File: src/rtl/uart_tx_fifo.sv
// Byte FIFO feeding an 8N1 serializer; txd_o falls one cycle after a write into an idle, empty block.
// No backpressure: writes while full are dropped and latch tx_overflow; queued frames go out back-to-back.
module uart_tx_fifo #(
    parameter int BAUD_RATE  = 9_600,
    parameter int CLOCK_RATE = 40_000_000,
    parameter int FIFO_DEPTH = 16
) (
    input  logic                          clk,
    input  logic                          rst_n,
    input  logic [7:0]                    tx_fifo_din,
    input  logic                          tx_fifo_wr_en,
    output logic                          tx_fifo_full,
    output logic                          tx_fifo_empty,
    output logic [$clog2(FIFO_DEPTH):0]   tx_fifo_count,
    output logic                          tx_overflow,
    output logic                          tx_busy,
    output logic                          txd_o
);

    localparam int BAUD_DIV = CLOCK_RATE / BAUD_RATE;
    localparam int AW       = $clog2(FIFO_DEPTH);
    localparam int CW       = $clog2(BAUD_DIV);

    typedef enum logic [1:0] {S_IDLE, S_START, S_DATA, S_STOP} state_t;

    logic [7:0]    r_mem [FIFO_DEPTH];
    logic [AW-1:0] r_wr_ptr;
    logic [AW-1:0] r_rd_ptr;
    logic [AW:0]   r_count;
    logic          r_full;
    logic          r_empty;
    logic          r_overflow;

    state_t        r_state;
    state_t        w_state_nxt;
    logic [7:0]    r_shift;
    logic [CW-1:0] r_baud_cnt;
    logic [2:0]    r_bit_idx;
    logic          r_txd;
    logic          r_busy;

    logic          w_wr;
    logic          w_pop;
    logic          w_has_data;
    logic          w_tc;
    logic [7:0]    w_head;
    logic [AW:0]   w_count_nxt;
    logic [7:0]    w_shift_nxt;
    logic [CW-1:0] w_baud_nxt;
    logic [2:0]    w_idx_nxt;
    logic          w_txd_nxt;

    // Full flag sampled before the edge gates the write, even when a pop frees a slot on the same edge.
    assign w_wr        = tx_fifo_wr_en & ~r_full;
    assign w_has_data  = (r_count != '0);
    assign w_tc        = (r_baud_cnt == CW'(BAUD_DIV - 1));
    assign w_head      = r_mem[r_rd_ptr];
    assign w_count_nxt = r_count + (AW+1)'(w_wr) - (AW+1)'(w_pop);

    always_ff @(posedge clk) begin
        if (w_wr) begin
            r_mem[r_wr_ptr] <= tx_fifo_din;
        end
    end

    always_ff @(posedge clk or negedge rst_n) begin
        if (!rst_n) begin
            r_wr_ptr   <= '0;
            r_rd_ptr   <= '0;
            r_count    <= '0;
            r_full     <= 1'b0;
            r_empty    <= 1'b1;
            r_overflow <= 1'b0;
        end else begin
            if (w_wr) begin
                r_wr_ptr <= r_wr_ptr + AW'(1);
            end
            if (w_pop) begin
                r_rd_ptr <= r_rd_ptr + AW'(1);
            end
            if (tx_fifo_wr_en && r_full) begin
                r_overflow <= 1'b1;
            end
            r_count <= w_count_nxt;
            r_full  <= (w_count_nxt == (AW+1)'(FIFO_DEPTH));
            r_empty <= (w_count_nxt == '0);
        end
    end

    always_ff @(posedge clk or negedge rst_n) begin
        if (!rst_n) begin
            r_state    <= S_IDLE;
            r_shift    <= '0;
            r_baud_cnt <= '0;
            r_bit_idx  <= '0;
            r_txd      <= 1'b1;
            r_busy     <= 1'b0;
        end else begin
            r_state    <= w_state_nxt;
            r_shift    <= w_shift_nxt;
            r_baud_cnt <= w_baud_nxt;
            r_bit_idx  <= w_idx_nxt;
            r_txd      <= w_txd_nxt;
            r_busy     <= (w_state_nxt != S_IDLE);
        end
    end

    always_comb begin
        w_state_nxt = r_state;
        case (r_state)
            S_IDLE:  if (w_has_data) w_state_nxt = S_START;
            S_START: if (w_tc) w_state_nxt = S_DATA;
            S_DATA:  if (w_tc && r_bit_idx == 3'd7) w_state_nxt = S_STOP;
            S_STOP:  if (w_tc) w_state_nxt = w_has_data ? S_START : S_IDLE;
            default: w_state_nxt = S_IDLE;
        endcase
    end

    always_comb begin
        w_pop       = 1'b0;
        w_shift_nxt = r_shift;
        w_baud_nxt  = r_baud_cnt + CW'(1);
        w_idx_nxt   = r_bit_idx;
        w_txd_nxt   = r_txd;
        case (r_state)
            S_IDLE: begin
                w_baud_nxt = '0;
                w_txd_nxt  = 1'b1;
                if (w_has_data) begin
                    w_pop       = 1'b1;
                    w_shift_nxt = w_head;
                    w_txd_nxt   = 1'b0;
                end
            end
            S_START: begin
                if (w_tc) begin
                    w_baud_nxt = '0;
                    w_idx_nxt  = '0;
                    w_txd_nxt  = r_shift[0];
                end
            end
            S_DATA: begin
                if (w_tc) begin
                    w_baud_nxt = '0;
                    if (r_bit_idx == 3'd7) begin
                        w_txd_nxt = 1'b1;
                    end else begin
                        w_shift_nxt = r_shift >> 1;
                        w_txd_nxt   = r_shift[1];
                        w_idx_nxt   = r_bit_idx + 3'd1;
                    end
                end
            end
            S_STOP: begin
                if (w_tc) begin
                    w_baud_nxt = '0;
                    w_txd_nxt  = 1'b1;
                    // Chain straight into the next start bit so queued frames have no idle gap.
                    if (w_has_data) begin
                        w_pop       = 1'b1;
                        w_shift_nxt = w_head;
                        w_txd_nxt   = 1'b0;
                    end
                end
            end
            default: begin
                w_baud_nxt = '0;
                w_txd_nxt  = 1'b1;
            end
        endcase
    end

    assign tx_fifo_full  = r_full;
    assign tx_fifo_empty = r_empty;
    assign tx_fifo_count = r_count;
    assign tx_overflow   = r_overflow;
    assign tx_busy       = r_busy;
    assign txd_o         = r_txd;

endmodule

File: config.mk
export PLATFORM = sky130hd
export DESIGN_NAME = uart_tx_fifo
export DESIGN_NICKNAME = d
export VERILOG_FILES = /design/src/rtl/uart_tx_fifo.sv
export SDC_FILE = /design/constraint.sdc
export NUM_CORES = 1
export LEC_CHECK = 0
export BUFFER_PORTS_ARGS = -buffer_cell sky130_fd_sc_hd__buf_2
export CORE_UTILIZATION = 45
export DETAILED_ROUTE_END_ITERATION = 8
export SLEW_MARGIN = 20
export SYNTH_ARGS = -nofsm -noshare
export SYNTH_HDL_FRONTEND = slang
export SYNTH_SLANG_ARGS = --single-unit
File: constraint.sdc
create_clock -name clk -period 3.97 [get_ports clk]
set_input_delay 0.1985 -clock clk [delete_from_list [all_inputs] [get_ports clk]]
set_output_delay 0.1985 -clock clk [all_outputs]
set_load 0.01 [all_outputs]
# Yosys cells after proc, flatten, opt, wreduce, memory -nomap -nowiden
# Memories as Yosys holds them, arrays and structs flattened.
# Index checks and enable logic that the tools add are counted.
word_totals:
  regBits: 44
  ram_bits: 128
  in_bits: 11
  out_inout_bits: 10
  word_cells: 71
  memories: 1
mem_list:
  columns: ["name", "words", "width", "read_ports", "rd_ports_with_merged_regs", "wr", "line", "text"]
  rows:
  - ["r_mem", 16, 8, 1, 0, 1, "26", "logic [7:0] r_mem [FIFO_DEPTH];"]
op_classes:
  add_sub_neg: 6
  eq_ne: 10
  mux: 28
  n_bitwise: 2
  n_reduce_logical: 12
ops:
  columns: ["op", "count"]
  rows:
  - ["$mux W8", 4]
  - ["$pmux W13 S2", 1]
  - ["$pmux W8 S3", 1]
  - ["$add A13 B1 Y13 const B", 1]
  - ["$eq A13 B13 Y1 const B", 1]
  - ["$mux W13", 1]
  - ["$mux W1", 10]
  - ["$mux W3", 3]
  - ["$add A4 B1 Y4 const B", 2]
  - ["$mux W2", 4]
  - ["$ne A2 B2 Y1 const B", 4]
  - ["$pmux W2 S4", 1]
  - ["$reduce_and A4 Y1", 2]
  - ["$pmux W3 S2", 1]
  - ["$add A5 B1 Y5", 1]
  - ["$eq A5 B5 Y1 const B", 1]
  - ["$logic_not A5 Y1", 1]
  - ["$reduce_bool A5 Y1", 1]
  - ["$sub A5 B1 Y5", 1]
  - ["$eq A2 B2 Y1 const B", 2]
  - ["$pmux W1 S4", 1]
  - ["$reduce_bool A2 Y1", 2]
  - ["$add A3 B1 Y3 const B", 1]
  - ["$eq A3 B3 Y1 const B", 1]
  - ["other kinds (9)", 10]

# Logic depth before layout (Yosys ltp)
logic_depth:
  ltp_word: 6
  depth_mapped: 15
  mapped_depth_nobuf: 15

# Worst setup path after synthesis
# OpenSTA, ideal clock, no wires.
synth_timing:
  kind: "register to register"
  startpoint: "register r_count[3], in the netlist tx_fifo_count[3]"
  endpoint: "register r_full, in the netlist tx_fifo_full"
  setup_time_ns: 0.073
  t_arrival_ns: 2.908
  required_ns: 3.897
  slack_ns: 0.989
  stages_incl_launch_ff: 13
  n_path_buf: 0
  period_less_slack_ns: 2.981
  cell_sequence: "dfrtp_1 inv_1 ha_1 nor4b_1 nor3_2 ha_1 inv_1 ha_1 inv_1 fa_1 inv_1 or4_1 nor2b_1"
synth_between:
  elab_chain_cells: 6
  elab_cells_between_ends: 7
  cone_classes: "add/sub: 2; eq/ne: 1; mux: 3; reduce/logical: 1"
synth_rtl:
  columns: ["element", "line", "text"]
  rows:
  - ["start, declared", "29", "logic [AW:0] r_count;"]
  - ["start signal, assigned", "84", "r_count <= w_count_nxt;"]
  - ["$reduce_bool A5 Y1 *", "55", "assign w_has_data = (r_count != '0);"]
  - ["$mux W1 *", "129, 159", null]
  - ["$mux W1", "155", "if (w_tc) begin"]
  - ["$pmux W1 S2 *", "125", "case (r_state)"]
  - ["via w_pop", "43", "logic w_pop;"]
  - ["$sub A5 B1 Y5 *", "58", "assign w_count_nxt = r_count + (AW+1)'(w_wr) - (AW+1)'(w_pop);"]
  - ["via w_count_nxt[1]", "47", "logic [AW:0] w_count_nxt;"]
  - ["$eq A5 B5 Y1 *", "85", "r_full <= (w_count_nxt == (AW+1)'(FIFO_DEPTH));"]
  - ["end signal, assigned", "85", null]
  - ["end, declared", "30", "logic r_full;"]
# Mark *: on every way through the listed nets, which the timed path passes. The rest lies on a longest branch.
# A chain may end at the register's enable or synchronous reset.

# Final worst setup path
layout_timing:
  startpoint: "register r_baud_cnt[8]"
  endpoint: "register r_full, in the netlist tx_fifo_full"
layout_between:
  elab_chain_cells: 5
layout_rtl:
  columns: ["element", "line", "text"]
  rows:
  - ["start, declared", "37", "logic [CW-1:0] r_baud_cnt;"]
  - ["start signal, assigned", "101", "r_baud_cnt <= w_baud_nxt;"]
  - ["$eq A13 B13 Y1", "56", "assign w_tc = (r_baud_cnt == CW'(BAUD_DIV - 1));"]
  - ["$mux W1", "155", null]
  - ["$pmux W1 S2", "125", null]
  - ["via w_pop", "43", null]
  - ["$sub A5 B1 Y5", "58", null]
  - ["via w_count_nxt[1]", "47", null]
  - ["$eq A5 B5 Y1", "85", null]
# The timed path passes the listed nets, and every way through them passes these cells.

==> results by group <==
Layout
  • # diodes: 0
  • Layout cells sized above 1: about a fifth
  • Fin area: just over 8000 um^2
  • Area delta synth->final: 11.9%
  • Nets@finish: 518

Power and ir drop
  • Comb pwr share: 13.7%
  • Net Sw Frac: 27.1%
  • Pwr Density: approximately 530 nW/um^2
  • Net Switching: 0.00120 W
  • VDD IR max: 0.355 mV
  • Int Pwr: about 0.0032 W
  • Sequential share of power: roughly 50%
  • Leak: about 3.0 nW
  • Clk network pwr share: approximately 36%

Yosys
  • Post-synth EDFFs: approximately 130
  • Synthesis-stage register bit count: 172
  • Syn_area_per_cell: ~16 um^2
  • Post-synth top area cell: edfxtp_1
  • Synth Instances: 459
  • Post-synth net total: 491
  • Asr flop ratio synth: approximately a quarter
  • Largest cells by area after synthesis: edfxtp_1, dfrtp_1, mux4_2, mux4_1, ha_1
  • Top cell type's share of synthesized area: about half
  • Yosys cell types: 62
  • Ys Warns: 0
  • Register area share after synthesis: 66.9%
  • Synthesized area: around 7400 um^2
  • Count leader, synth: edfxtp_1
  • Top FF cell, synth: edfxtp_1
  • Post-synth top cells: edfxtp_1, dfrtp_1, nand2_1

Drt
  • WL/cell: 19.5 um
  • DRT antenna net count: 0
  • Via count: approximately 3800
  • Routed Wire Length: around 14 mm
  • Detailed Routing Iterations Pass 1: 4
  • DR iter-0 viols: 237
  • DRC: 0
  • Vias per Instance: between 5 and 6

Clock network
  • Root Buffer: clkbuf_16
  • Clock tree from TritonCTS: done
  • Clk slew on worst S/H paths: about 0.070 ns
  • Post_cts resized: 0
  • Clock sink total: approximately 170
  • Clock buffer depth: 2
  • Clock Latency Late Sink: around 0.42 ns
  • CTS H-tree depth: 4
  • CTS Buf Count: 17
  • Setup bufs post-CTS: 0

Timing
  • Skew final: 0.0111 ns
  • Worst-margin pin slew: between 0.9 and 1 ns
  • Fin crit share: 81.6%
  • RSZ-0062 raised after global routing: no
  • Final Critical Period: between 3 and 4 ns
  • Slew Viols, Final: 0
  • FMAX: 309 MHz
  • Final setup fails: 0
  • Total negative slack: 0 ns
  • Final hold violation count: 0
  • Slew headroom: roughly 37%

Die
  • IO Count: 21
  • Core Region: between 15000 and 20000 um^2
  • Rows: 46
  • Die area: ~17000 um^2
  • Die Wd: roughly 130 um
  • Die H: 130 um
  • Starting Density: between 40% and 50%

Critical path
  • Slowest cell on crit path: or4_1
  • CP cell instances: nor4b_2 -> a41oi_1 -> nor3_2 -> ha_1 -> inv_1 -> ha_1 -> inv_1 -> fa_1 -> inv_1 -> or4_1 -> nor2b_1
  • CP Launch Type: register
  • Worst EP required: ~4.3 ns
  • CP max stage delay: 0.53 ns
  • CP Class: register to register
  • Setup crit end kind: register
  • Most frequent CP cell: inv_1
  • Crit path DAT: roughly 3.6 ns
  • Critical Path Fanout Max: 5

Global route
  • Total grt overflow: 0
  • First-pass GRT wire length: around 22 mm
  • Vias in the first global route: slightly below 4000
  • Largest net degree at the start of global routing: 45
  • Initial antenna violation count: 0
  • Total GRT Usage: between 15 and 20%

Placement
  • Port Buf Inserts: 20
  • Dpl cell area: 7700 um^2
  • Final HPWL from detailed placement: between 9 and 10 mm
  • RePlAce Congestion: approximately 0.75

Hold path
  • Hold Path Class: input port to register

Job
  • Total of max-cap violations: 0

Run status
  • Status: complete, no violations
worst max-delay path, delay by kind of cell, from the launching register on:
kind	cells	cell delay [ns]
simple gates	4	1.42
fa+ha+maj	3	0.93
flops	1	0.44
compound gates	1	0.23
buf+inv	3	0.14
metal layers:
metal | track usage (%) | vias up | wire (um)
li1 | - | 1805 | -
met1 | 23.6 | 1964 | 6560
met2 | 30.6 | 60 | 6860
met3 | 3.69 | 7 | 401
met4 | 5.34 | 0 | 105
met5 | 0 | - | 0
power by group through the flow:
stage          sequential [W]  combinational, W  clock (W)
2_1_floorplan         0.00227          0.000382          0
3_3_place_gp          0.00227          0.000606          0
3_5_place_dp          0.00228          0.000614          0
4_1_cts               0.00224          0.000621    0.00159
5_1_grt               0.00226          0.000688    0.00166
6_report              0.00224          0.000602    0.00157
sequential cells by signal, indices dropped and copies added (netlist names), 2 cells and up:
register       flops
r_shift            8
r_mem            128
r_baud_cnt        13
r_wr_ptr           4
tx_fifo_count      5
r_bit_idx          3
r_state            2
r_rd_ptr           4
placed cells by master, fill, tap and decap left out, types with 17 or more instances in the layout:
cell type / netlist / final
and2_1: 18 / 18
buf_2: 4 / 19
clkbuf_16: 0 / 17
dfrtp_1: 42 / 41
edfxtp_1: 128 / 128
ha_1: 20 / 20
mux4_2: 19 / 19
nand2_1: 34 / 34
nor2_1: 28 / 28
timing repair:
action,CTS,global route
endpoints found under the setup margin,0,0
hold endpoints to repair,43,0
hold buffers,2,0
final cells by class:
type	count	area, um^2
Clock inverter	15	131
Clock buffer	17	425
Fill cell	1287	7660
Multi-Input combinational cell	252	2280
Tap cell	216	270
Timing Repair Buffer	26	165
Sequential cell	172	4950
Inverter	17	63.8
worst paths after layout:
check                                    start        endpoint  slack, ns  cells past startpoint
max in group asynchronous                rst_n     r_rd_ptr[0]       3.26                      2
worst max register to register   r_baud_cnt[8]    tx_fifo_full       0.73                     11
worst min register to register     tx_overflow     tx_overflow       0.45                      1
worst min-delay path            tx_fifo_din[0]     r_mem[1][0]       0.15                      1
worst max-delay path             r_baud_cnt[8]    tx_fifo_full       0.73                     11
min in group asynchronous                rst_n  r_baud_cnt[12]       0.31                      2
through the flow:
stage                     hold slack (ns)  setup WS, ns  cells  util (%)  power (W)
final                               0.150         0.729    715      51.9    0.00441
after global routing                0.151         0.532    715      51.9    0.00461
after CTS                           0.145         0.724    715      51.9    0.00446
after detailed placement            0.426         0.759    681      48.3    0.00290
after global placement              0.411         0.853    681      48.3    0.00288
after floorplan                   -0.0971         0.989    459         -    0.00266
logic make-up (layout without fill, tap and decap cells):
| family | count (synthesis) | in the layout | share of synthesized area, % |
|---|---|---|---|
| compound gates | 53 | 53 | 4.79 |
| simple gates | 114 | 114 | 8.25 |
| flops | 172 | 172 | 66.9 |
| fa+ha+maj | 21 | 21 | 3.65 |
| buf+inv | 35 | 75 | 2.38 |
| mux | 43 | 43 | 11.6 |
| xor+xnor | 21 | 21 | 2.49 |
Power figures use the tool's default switching activity.
